--- src/rtl/icache_pkg.sv ---
// Shared instruction-cache definitions: geometry macros, controller state enum
// and address-field extraction helpers (also used by the data cache).
`ifndef ICACHE_CFG_DEFINED
`define ICACHE_CFG_DEFINED
`define ITAGMSB      31
`define ITAGLSB      10
`define ICACHE_INDEX 6
`define ICACHE_SIZE  64
`endif

package icache_pkg;

  localparam int ITAG_W  = `ITAGMSB - `ITAGLSB + 1;
  localparam int IIDX_W  = `ICACHE_INDEX;
  localparam int ISIZE   = `ICACHE_SIZE;
  // Word-offset bits sit between the byte lane and the index field.
  localparam int ILOFF_W = `ITAGLSB - `ICACHE_INDEX - 2;

  typedef enum logic [2:0] {
    ST_FLUSH,
    ST_LOOKUP,
    ST_REQ,
    ST_FILL,
    ST_COMMIT
  } icache_state_t;

  function automatic logic [ITAG_W-1:0] addr_tag(input logic [`ITAGMSB:0] a);
    return a[`ITAGMSB:`ITAGLSB];
  endfunction

  function automatic logic [IIDX_W-1:0] addr_index(input logic [`ITAGMSB:0] a);
    return a[`ITAGLSB-1 -: `ICACHE_INDEX];
  endfunction

  function automatic logic [ILOFF_W-1:0] addr_off(input logic [`ITAGMSB:0] a);
    return a[ILOFF_W+1:2];
  endfunction

endpackage

--- src/rtl/icache_fill_ctr.sv ---
// Line-refill beat counter with last-beat flag. One bit wider than the offset
// so a single-word line never wraps back to zero before the last beat.
module icache_fill_ctr #(
  parameter int BEATS = 4,
  parameter int CNT_W = $clog2(BEATS) + 1
) (
  input  logic             clk,
  input  logic             rst_n,
  input  logic             clr,
  input  logic             inc,
  output logic [CNT_W-1:0] cnt,
  output logic             last
);

  logic [CNT_W-1:0] cnt_q;
  logic [CNT_W-1:0] cnt_d;

  always_comb begin
    cnt_d = cnt_q;
    if (clr) begin
      cnt_d = '0;
    end else if (inc) begin
      cnt_d = cnt_q + CNT_W'(1);
    end
  end

  always_ff @(posedge clk or negedge rst_n) begin
    if (!rst_n) begin
      cnt_q <= '0;
    end else begin
      cnt_q <= cnt_d;
    end
  end

  assign cnt  = cnt_q;
  assign last = (cnt_q == CNT_W'(BEATS - 1));

endmodule

--- src/rtl/icache_ctrl.sv ---
// Direct-mapped I-cache sequencer: lookup, line-fill burst, tag commit and
// full invalidate sweep after reset or on flush.
module icache_ctrl
  import icache_pkg::*;
#(
  parameter int ADDR_W     = 32,
  parameter int LINE_WORDS = 4,
  parameter int OFF_W      = $clog2(LINE_WORDS)
) (
  input  logic                         clk,
  input  logic                         rst_n,
  input  logic                         cpu_req,
  input  logic [ADDR_W-1:0]            cpu_addr,
  output logic                         cpu_hit,
  output logic                         cpu_stall,
  input  logic                         flush,
  output logic                         tag_we,
  output logic [`ICACHE_INDEX-1:0]     tag_index,
  output logic                         tag_valid_in,
  output logic [`ITAGMSB-`ITAGLSB:0]   tag_in,
  input  logic                         tag_valid_out,
  input  logic [`ITAGMSB-`ITAGLSB:0]   tag_out,
  output logic                         dram_we,
  output logic [`ICACHE_INDEX-1:0]     dram_index,
  output logic [OFF_W-1:0]             dram_off,
  output logic [31:0]                  dram_wdata,
  output logic                         mem_req,
  output logic [ADDR_W-1:0]            mem_addr,
  input  logic                         mem_gnt,
  input  logic                         mem_rvalid,
  input  logic [31:0]                  mem_rdata
);

  icache_state_t      state_q, state_d;
  logic [IIDX_W-1:0]  fcnt_q, fcnt_d;
  logic               pend_q, pend_d;
  logic [ITAG_W-1:0]  lat_tag_q, lat_tag_d;
  logic [IIDX_W-1:0]  lat_idx_q, lat_idx_d;

  logic [ITAG_W-1:0]  req_tag;
  logic [IIDX_W-1:0]  req_idx;
  logic [OFF_W-1:0]   req_off;
  logic               beat_clr;
  logic               beat_inc;
  logic [OFF_W:0]     beat_cnt;
  logic               beat_last;

  assign req_tag = addr_tag(cpu_addr[`ITAGMSB:0]);
  assign req_idx = addr_index(cpu_addr[`ITAGMSB:0]);
  assign req_off = OFF_W'(addr_off(cpu_addr[`ITAGMSB:0]));

  icache_fill_ctr #(
    .BEATS (LINE_WORDS),
    .CNT_W (OFF_W + 1)
  ) u_fill_ctr (
    .clk   (clk),
    .rst_n (rst_n),
    .clr   (beat_clr),
    .inc   (beat_inc),
    .cnt   (beat_cnt),
    .last  (beat_last)
  );

  always_comb begin
    state_d      = state_q;
    fcnt_d       = fcnt_q;
    pend_d       = pend_q | (flush & (state_q != ST_FLUSH));
    lat_tag_d    = lat_tag_q;
    lat_idx_d    = lat_idx_q;
    cpu_hit      = 1'b0;
    tag_we       = 1'b0;
    tag_index    = req_idx;
    tag_valid_in = 1'b0;
    tag_in       = '0;
    dram_we      = 1'b0;
    dram_index   = req_idx;
    dram_off     = req_off;
    dram_wdata   = '0;
    mem_req      = 1'b0;
    mem_addr     = '0;
    beat_clr     = 1'b0;
    beat_inc     = 1'b0;

    case (state_q)
      ST_FLUSH: begin
        // Reset holds the state in FLUSH; keep the write strobe quiet until release.
        tag_we    = rst_n;
        tag_index = fcnt_q;
        if (fcnt_q == IIDX_W'(ISIZE - 1)) begin
          fcnt_d  = '0;
          state_d = ST_LOOKUP;
        end else begin
          fcnt_d = fcnt_q + IIDX_W'(1);
        end
      end

      ST_LOOKUP: begin
        if (pend_q) begin
          pend_d  = 1'b0;
          state_d = ST_FLUSH;
        end else if (cpu_req) begin
          if (tag_valid_out && (tag_out == req_tag)) begin
            cpu_hit = 1'b1;
          end else begin
            lat_tag_d = req_tag;
            lat_idx_d = req_idx;
            state_d   = ST_REQ;
          end
        end
      end

      ST_REQ: begin
        mem_req   = 1'b1;
        mem_addr  = ADDR_W'({lat_tag_q, lat_idx_q, {(OFF_W + 2){1'b0}}});
        tag_index = lat_idx_q;
        if (mem_gnt) begin
          beat_clr = 1'b1;
          state_d  = ST_FILL;
        end
      end

      ST_FILL: begin
        tag_index  = lat_idx_q;
        dram_index = lat_idx_q;
        dram_off   = beat_cnt[OFF_W-1:0];
        if (mem_rvalid) begin
          dram_we    = 1'b1;
          dram_wdata = mem_rdata;
          beat_inc   = 1'b1;
          if (beat_last) begin
            state_d = ST_COMMIT;
          end
        end
      end

      ST_COMMIT: begin
        tag_we       = 1'b1;
        tag_valid_in = 1'b1;
        tag_in       = lat_tag_q;
        tag_index    = lat_idx_q;
        if (pend_d) begin
          pend_d  = 1'b0;
          state_d = ST_FLUSH;
        end else begin
          state_d = ST_LOOKUP;
        end
      end

      default: begin
        state_d = ST_FLUSH;
        fcnt_d  = '0;
      end
    endcase
  end

  assign cpu_stall = cpu_req & ~cpu_hit;

  always_ff @(posedge clk or negedge rst_n) begin
    if (!rst_n) begin
      state_q   <= ST_FLUSH;
      fcnt_q    <= '0;
      pend_q    <= 1'b0;
      lat_tag_q <= '0;
      lat_idx_q <= '0;
    end else begin
      state_q   <= state_d;
      fcnt_q    <= fcnt_d;
      pend_q    <= pend_d;
      lat_tag_q <= lat_tag_d;
      lat_idx_q <= lat_idx_d;
    end
  end

endmodule

--- config.mk ---
export PLATFORM = sky130hd
export DESIGN_NAME = icache_ctrl
export DESIGN_NICKNAME = d
export VERILOG_FILES = /design/src/rtl/icache_pkg.sv /design/src/rtl/icache_fill_ctr.sv /design/src/rtl/icache_ctrl.sv
export SDC_FILE = /design/constraint.sdc
export NUM_CORES = 1
export LEC_CHECK = 0
export BUFFER_PORTS_ARGS = -buffer_cell sky130_fd_sc_hd__clkbuf_2
export CAP_MARGIN = 40
export CORE_ASPECT_RATIO = 1.2
export CORE_UTILIZATION = 40
export DETAILED_ROUTE_END_ITERATION = 7
export PLACE_DENSITY = 0.76
export SYNTH_ARGS = -nofsm -noshare
export SYNTH_HDL_FRONTEND = slang
export SYNTH_SLANG_ARGS = --single-unit
export TNS_END_PERCENT = 50
--- constraint.sdc ---
create_clock -name clk -period 2.2 [get_ports clk]
set_input_delay 0.22 -clock clk [delete_from_list [all_inputs] [get_ports clk]]
set_output_delay 0.22 -clock clk [all_outputs]
set_load 0.05 [all_outputs]
=== Word-level counts from Yosys, hierarchy flattened ===
Index checks and enable logic that the tools add are counted.
W data, S select, Z words.

* Bits in writable memories: 0
* Bits in registers: 41
* Output and inout bits: 106
* Input bits: 93
* Latch bits: 0
* Memories kept: 0
* Bits in read-only memories: 0
* Logic and storage cells: 68

* Divide/modulo/power cells: 0
* Eq/ne operators: 13
* Bitwise operators: 6
* Add/sub/neg operators: 2
* Multiply operators: 0
* Multiplexer cells: 33
* Reductions and logical operators: 8
* Order comparisons: 0
* Shift operators: 0

{| class="wikitable"
|+ Operator list
! operator !! number
|-
| $mux W32 || 3
|-
| $mux W3 || 9
|-
| $pmux W6 S2 || 2
|-
| $eq A22 B22 Y1 || 1
|-
| $mux W22 || 1
|-
| $pmux W3 S5 || 1
|-
| $mux W1 || 12
|-
| $mux W6 || 2
|-
| $eq A3 B2 Y1 const B || 3
|-
| $ne A2 B2 Y1 const B || 4
|-
| $add A6 B1 Y6 const B || 1
|-
| $eq A6 B6 Y1 const B || 1
|-
| $ne A3 B3 Y1 const B || 2
|-
| $reduce_and A6 Y1 || 1
|-
| $pmux W1 S2 || 2
|-
| $reduce_and A4 Y1 || 1
|-
| $reduce_or A4 Y1 || 1
|-
| $add A3 B1 Y3 const B || 1
|-
| $eq A3 B1 Y1 const B || 1
|-
| $eq A3 B3 Y1 const B || 1
|-
| $logic_not A3 Y1 || 1
|-
| $not A1 Y1 || 3
|-
| $reduce_bool A3 Y1 || 1
|-
| $reduce_or A3 Y1 || 1
|-
| other kinds (5) || 6
|}

=== Longest topological paths before layout ===
* Depth after elaboration: 8
* Depth in mapped cells: 8
* Gate-level depth less buffers: 7

=== Cells and area by module ===
Synthesis repeated with hierarchy kept, for this count alone.

* Cells, all modules: 326
* Area total of the unflattened synthesis: 3041.7 um2

{| class="wikitable"
|+ By module, submodules not included
! module !! area an instance (um2) !! cells each !! times used !! sequential area each (um2)
|-
| icache_ctrl || 2900.3 || 314 || 1 || 950.9
|-
| icache_fill_ctr || 141.4 || 12 || 1 || 75.1
|}

=== Worst setup path before layout ===
OpenSTA, ideal clock, no wires.

* Kind: register -> output
* Start: reg state_q[0]
* End: out tag_index[2]
* Buffers on the path: 3
* Cell stages (with the launch flop): 7
* Required time: 1.980 ns
* Setup slack: -0.111 ns
* Data arrival time: 2.091 ns
* Path through: dfrtp_1 buf_2 or2_2 clkbuf_1 buf_1 o22ai_1 a21oi_1

* Longest elaborated chain between the ends: 3
* Elaborated cells on any way between the ends: 6
* Classes of those cells: eq/ne: 3; mux: 1; reduce/logical: 2

{| class="wikitable"
|+ Ends and longest elaborated chain
! what !! RTL line !! source
|-
| from (decl) || icache_ctrl.sv:34 || <nowiki>icache_state_t state_q, state_d;</nowiki>
|-
| from (signal assigned) || icache_ctrl.sv:166 || <nowiki>state_q <= state_d;</nowiki>
|-
| $eq A3 B3 Y1 / $eq A3 B2 Y1 (equally long branches) || icache_ctrl.sv:84 || <nowiki>case (state_q)</nowiki>
|-
| $reduce_or A3 Y1 (no source line) || - ||
|-
| $pmux W6 S2 * || icache_ctrl.sv:84 ||
|-
| to (decl) || icache_ctrl.sv:18 || <nowiki>output logic [`ICACHE_INDEX-1:0] tag_index,</nowiki>
|}

Every way passes the cells marked *; elsewhere a longest branch is shown, timed or not.

=== Final worst setup path ===
* Start: reg state_q[1]
* End: out mem_addr[9]

* Longest elaborated chain between the ends: 2

{| class="wikitable"
|+ Ends and longest elaborated chain
! what !! RTL line !! source
|-
| $eq A3 B2 Y1 || icache_ctrl.sv:84 ||
|-
| $mux W32 || icache_ctrl.sv:84 ||
|-
| to (decl) || icache_ctrl.sv:28 || <nowiki>output logic [ADDR_W-1:0] mem_addr,</nowiki>
|}

Every way passes these cells.

==> qor.json <==
{
  "ant_nets": 0,
  "post_layout_nonfiller_instances": 608,
  "synthTopCellsByCount": "sky130_fd_sc_hd__and2_1 (61), sky130_fd_sc_hd__dfrtp_1 (41), sky130_fd_sc_hd__mux2_2 (26), sky130_fd_sc_hd__and3_1 (22), sky130_fd_sc_hd__clkbuf_1 (18)",
  "die_h_um": 98.0,
  "final_max_slew_viol_count": 0,
  "number_of_global_route_vias_before_repair": 3184,
  "timing_hold_violations_final": 0,
  "global_route_wire_length_before_repair_um": 15400,
  "drcViolationCount": 0,
  "start_util_pct": 41.8,
  "core_region_area_um2": 7360,
  "area_share_of_xor_xnor_cells_in_the_synthesized_design_pct": 6.84,
  "worst-path-max-fanout": 25,
  "viasPerCell": 5.23,
  "p_per_area_nw_per_um2": 1470,
  "synth.mux.area_fraction_pct": 15.1,
  "power_frac_clock_pct": 9.8,
  "synth_warn": 0,
  "netlist-cell-type-count": 48,
  "asyncSetResetFlopFracSynth_pct": 100,
  "post_route_cells_drive_above_1_share_pct": 50.2,
  "portBuffers": 192,
  "path_clk_slew_ns": 0.08,
  "timing.setup.critical_path_class": "flop to primary output",
  "cell_internal_power_dissipation_uw": 3040,
  "cts_sinks": 41,
  "synthSimpleGateAreaFrac_pct": 28.2,
  "gp_routability_congestion": 0.858,
  "cts_buffers": 5,
  "routed_wl_um": 9660,
  "detail_route.wl_per_cell_um": 15.9,
  "track_usage_pct": 24.7,
  "synth_top_family_by_area": "simple AND/OR/NAND/NOR gates",
  "cts_tree": "done",
  "critical_path.max_stage_delay_ns": 0.42,
  "setup.worst_path.end_class": "primary output",
  "synth_most_common_cell": "sky130_fd_sc_hd__and2_1",
  "slowest_stage": "sky130_fd_sc_hd__dfrtp_1",
  "synthesis.instances": 331,
  "timing.final.crit_period_ns": 2.19,
  "max-cap-violations": 0,
  "post_synth_instance_area_um2": 3070,
  "leak_pwr_uw": 0.00231,
  "multiInputGateArea_um2": 1920,
  "drt_first_iter_violations": 161,
  "die_width_um": 82.0,
  "drt-pass1-iter-count": 4,
  "synth_top_area_cell": "sky130_fd_sc_hd__dfrtp_1",
  "comb_power_share_pct": 67.6,
  "worst_hold_slack_ns": 0.0324,
  "filler_cell_count": 656,
  "post_synthesis_compound_gate_area_fraction_pct": 9.69,
  "seqPwrFrac_pct": 22.6,
  "antenna_found_initial": 0,
  "synth-seq-area-share_pct": 33.4,
  "max_slew.worst_pin.slew_ns": 0.541,
  "fmaxAchievable_mhz": 456,
  "ctsHtreeMaxLevel": 2,
  "area_growth_syn_to_layout_pct": 44.9,
  "hold_buffers": 0,
  "number_of_flops_mapped_to_enable_cells_by_yosys": 0,
  "dieArea_um2": 8040,
  "insertedDiodeCount": 0,
  "maximum_clock_insertion_buffer_count": 2,
  "final_hpwl_dp_um": 7570,
  "net_switching_component_of_the_power_uw": 3520,
  "postSynthAreaPerCell_um2": 9.29,
  "grt_max_degree": 42,
  "placement_rows": 34,
  "top_level_ports": 199,
  "finalPower_uw": 6560,
  "finalSetupViolations": 0,
  "sw_share_pct": 53.7,
  "post_synth_fa_ha_maj_area_fraction_pct": 1.22,
  "result_of_the_run": "completed",
  "cp_required_ns": 1.98,
  "clockRootBuffer": "sky130_fd_sc_hd__clkbuf_8",
  "ys_ff_latch": 41,
  "yosys.area.top_type_share_pct": 33.4,
  "post-route-period-util_pct": 99.8,
  "ys_dominant_reg_cell": "sky130_fd_sc_hd__dfrtp_1",
  "holdCritPathClass": "input pin to asynchronous set/reset pin",
  "dr_total_vias": 3177,
  "slew_headroom_pct": 63.9,
  "ir_worst_vdd_mv": 0.841,
  "yosys-top-cells-area": "sky130_fd_sc_hd__dfrtp_1 (33%), sky130_fd_sc_hd__and2_1 (12%), sky130_fd_sc_hd__mux2_2 (9.5%)",
  "ff_latch_area_um2": 1030,
  "net_count_of_the_finished_layout": 613,
  "placed_cells": 600,
  "worstPathBufferInverterCount": 3,
  "clk-insertion-delay-late_ns": 0.30,
  "critical_path.startpoint_type": "flop",
  "cp.arrival_ns": 1.97,
  "global_route.overflow_total": 0,
  "final.setup_skew_ns": 0.00972,
  "cp_cell_sequence": "inv_1 > nor3_2 > buf_4 > and2_1 > clkbuf_2",
  "worst_path_dominant_cell_family": "buffers and inverters",
  "grt_setup_unrepaired": "true"
}
-- area by class of cell --
type | instances | area share (%)
well taps | 90 | 2.53
repair buffers | 204 | 28.1
multi-input cells | 259 | 43.2
flip-flops and latches | 41 | 23.1
clock buffers | 7 | 1.94
clock inverters | 1 | 0.674
inverters | 6 | 0.506
-- stage by stage --
| stage | util, % | area [um2] | setup TNS [ns] | setup WS [ns] |
|---|---|---|---|---|
| floorplan | - | 3100 | -0.0531 | -0.0531 |
| global placement | 58.8 | 4330 | 0 | 0.276 |
| detailed placement | 58.8 | 4330 | 0 | 0.218 |
| CTS | 60.4 | 4440 | 0 | 0.00791 |
| global route | 60.5 | 4450 | -3.27 | -0.0970 |
| finish | 60.5 | 4450 | 0 | 0.00533 |
-- kinds of logic after synthesis --
logic type	count (synthesis)
compound gates	46
other cells	1
xor+xnor	24
fa+ha+maj	3
simple gates	144
mux	38
flops	41
buf+inv	34
-- layout by cell type, fill, tap and decap left out, types with 11 or more instances in the layout --
master	count
sky130_fd_sc_hd__buf_2	16
sky130_fd_sc_hd__and2_1	61
sky130_fd_sc_hd__xnor2_1	12
sky130_fd_sc_hd__and3_1	22
sky130_fd_sc_hd__dfrtp_1	40
sky130_fd_sc_hd__nand2_1	13
sky130_fd_sc_hd__xor2_1	12
sky130_fd_sc_hd__o22ai_1	11
sky130_fd_sc_hd__mux2_2	26
sky130_fd_sc_hd__buf_12	13
sky130_fd_sc_hd__clkbuf_2	163
-- power by group through the flow --
| stage | Clock (uW) | Sequential (uW) | Combinational, uW |
|---|---|---|---|
| CTS | 649 | 1480 | 4430 |
| floorplan | 0 | 1350 | 3370 |
| finish | 640 | 1480 | 4440 |
| global placement | 0 | 1460 | 4320 |
| global route | 678 | 1550 | 4710 |
| detailed placement | 0 | 1490 | 4420 |
-- metal layers --
metal  share of wire [%]  global-route usage, %  up-vias  routed length, um
met1                  39                   29.1     1493               3800
met4                 3.5                   10.8        0                342
met2                  50                   41.8      128               4830
li1                    -                      -     1523                  -
met3                 7.1                   5.98       33                690
met5                   0                      0        -                  0
-- worst paths after layout --
| kind | start | end | slack, ns | cells after the start |
|---|---|---|---|---|
| worst max-delay path | state_q[1]$_DFFE_PN0P_ | mem_addr[9] | 0.005 | 5 |
| worst min-delay path | rst_n | lat_idx_q[0]$_DFFE_PN0P_ | 0.03 | 2 |
| worst max register to register | fcnt_q[1]$_DFFE_PN0N_ | u_fill_ctr.cnt[1]$_DFFE_PN0P_ | 0.23 | 6 |
| worst min register to register | lat_tag_q[10]$_DFFE_PN0P_ | lat_tag_q[10]$_DFFE_PN0P_ | 0.53 | 1 |
| max in group asynchronous | rst_n | state_q[2]$_DFFE_PN0P_ | 1.76 | 2 |
| min in group clk | cpu_addr[20] | lat_tag_q[10]$_DFFE_PN0P_ | 0.18 | 2 |
-- repair_timing --
action / in CTS / in global routing
buffers inserted: 0 / 0
gates resized for setup: 0 / 20
endpoints found under the setup margin: 0 / 67
-- sequential cells by signal, indices dropped and copies added, names as in the netlist --
register,count
lat_idx_q,6
pend_q,1
state_q,3
fcnt_q,6
lat_tag_q,22
u_fill_ctr.cnt,3
Power figures use the tool's default switching activity.
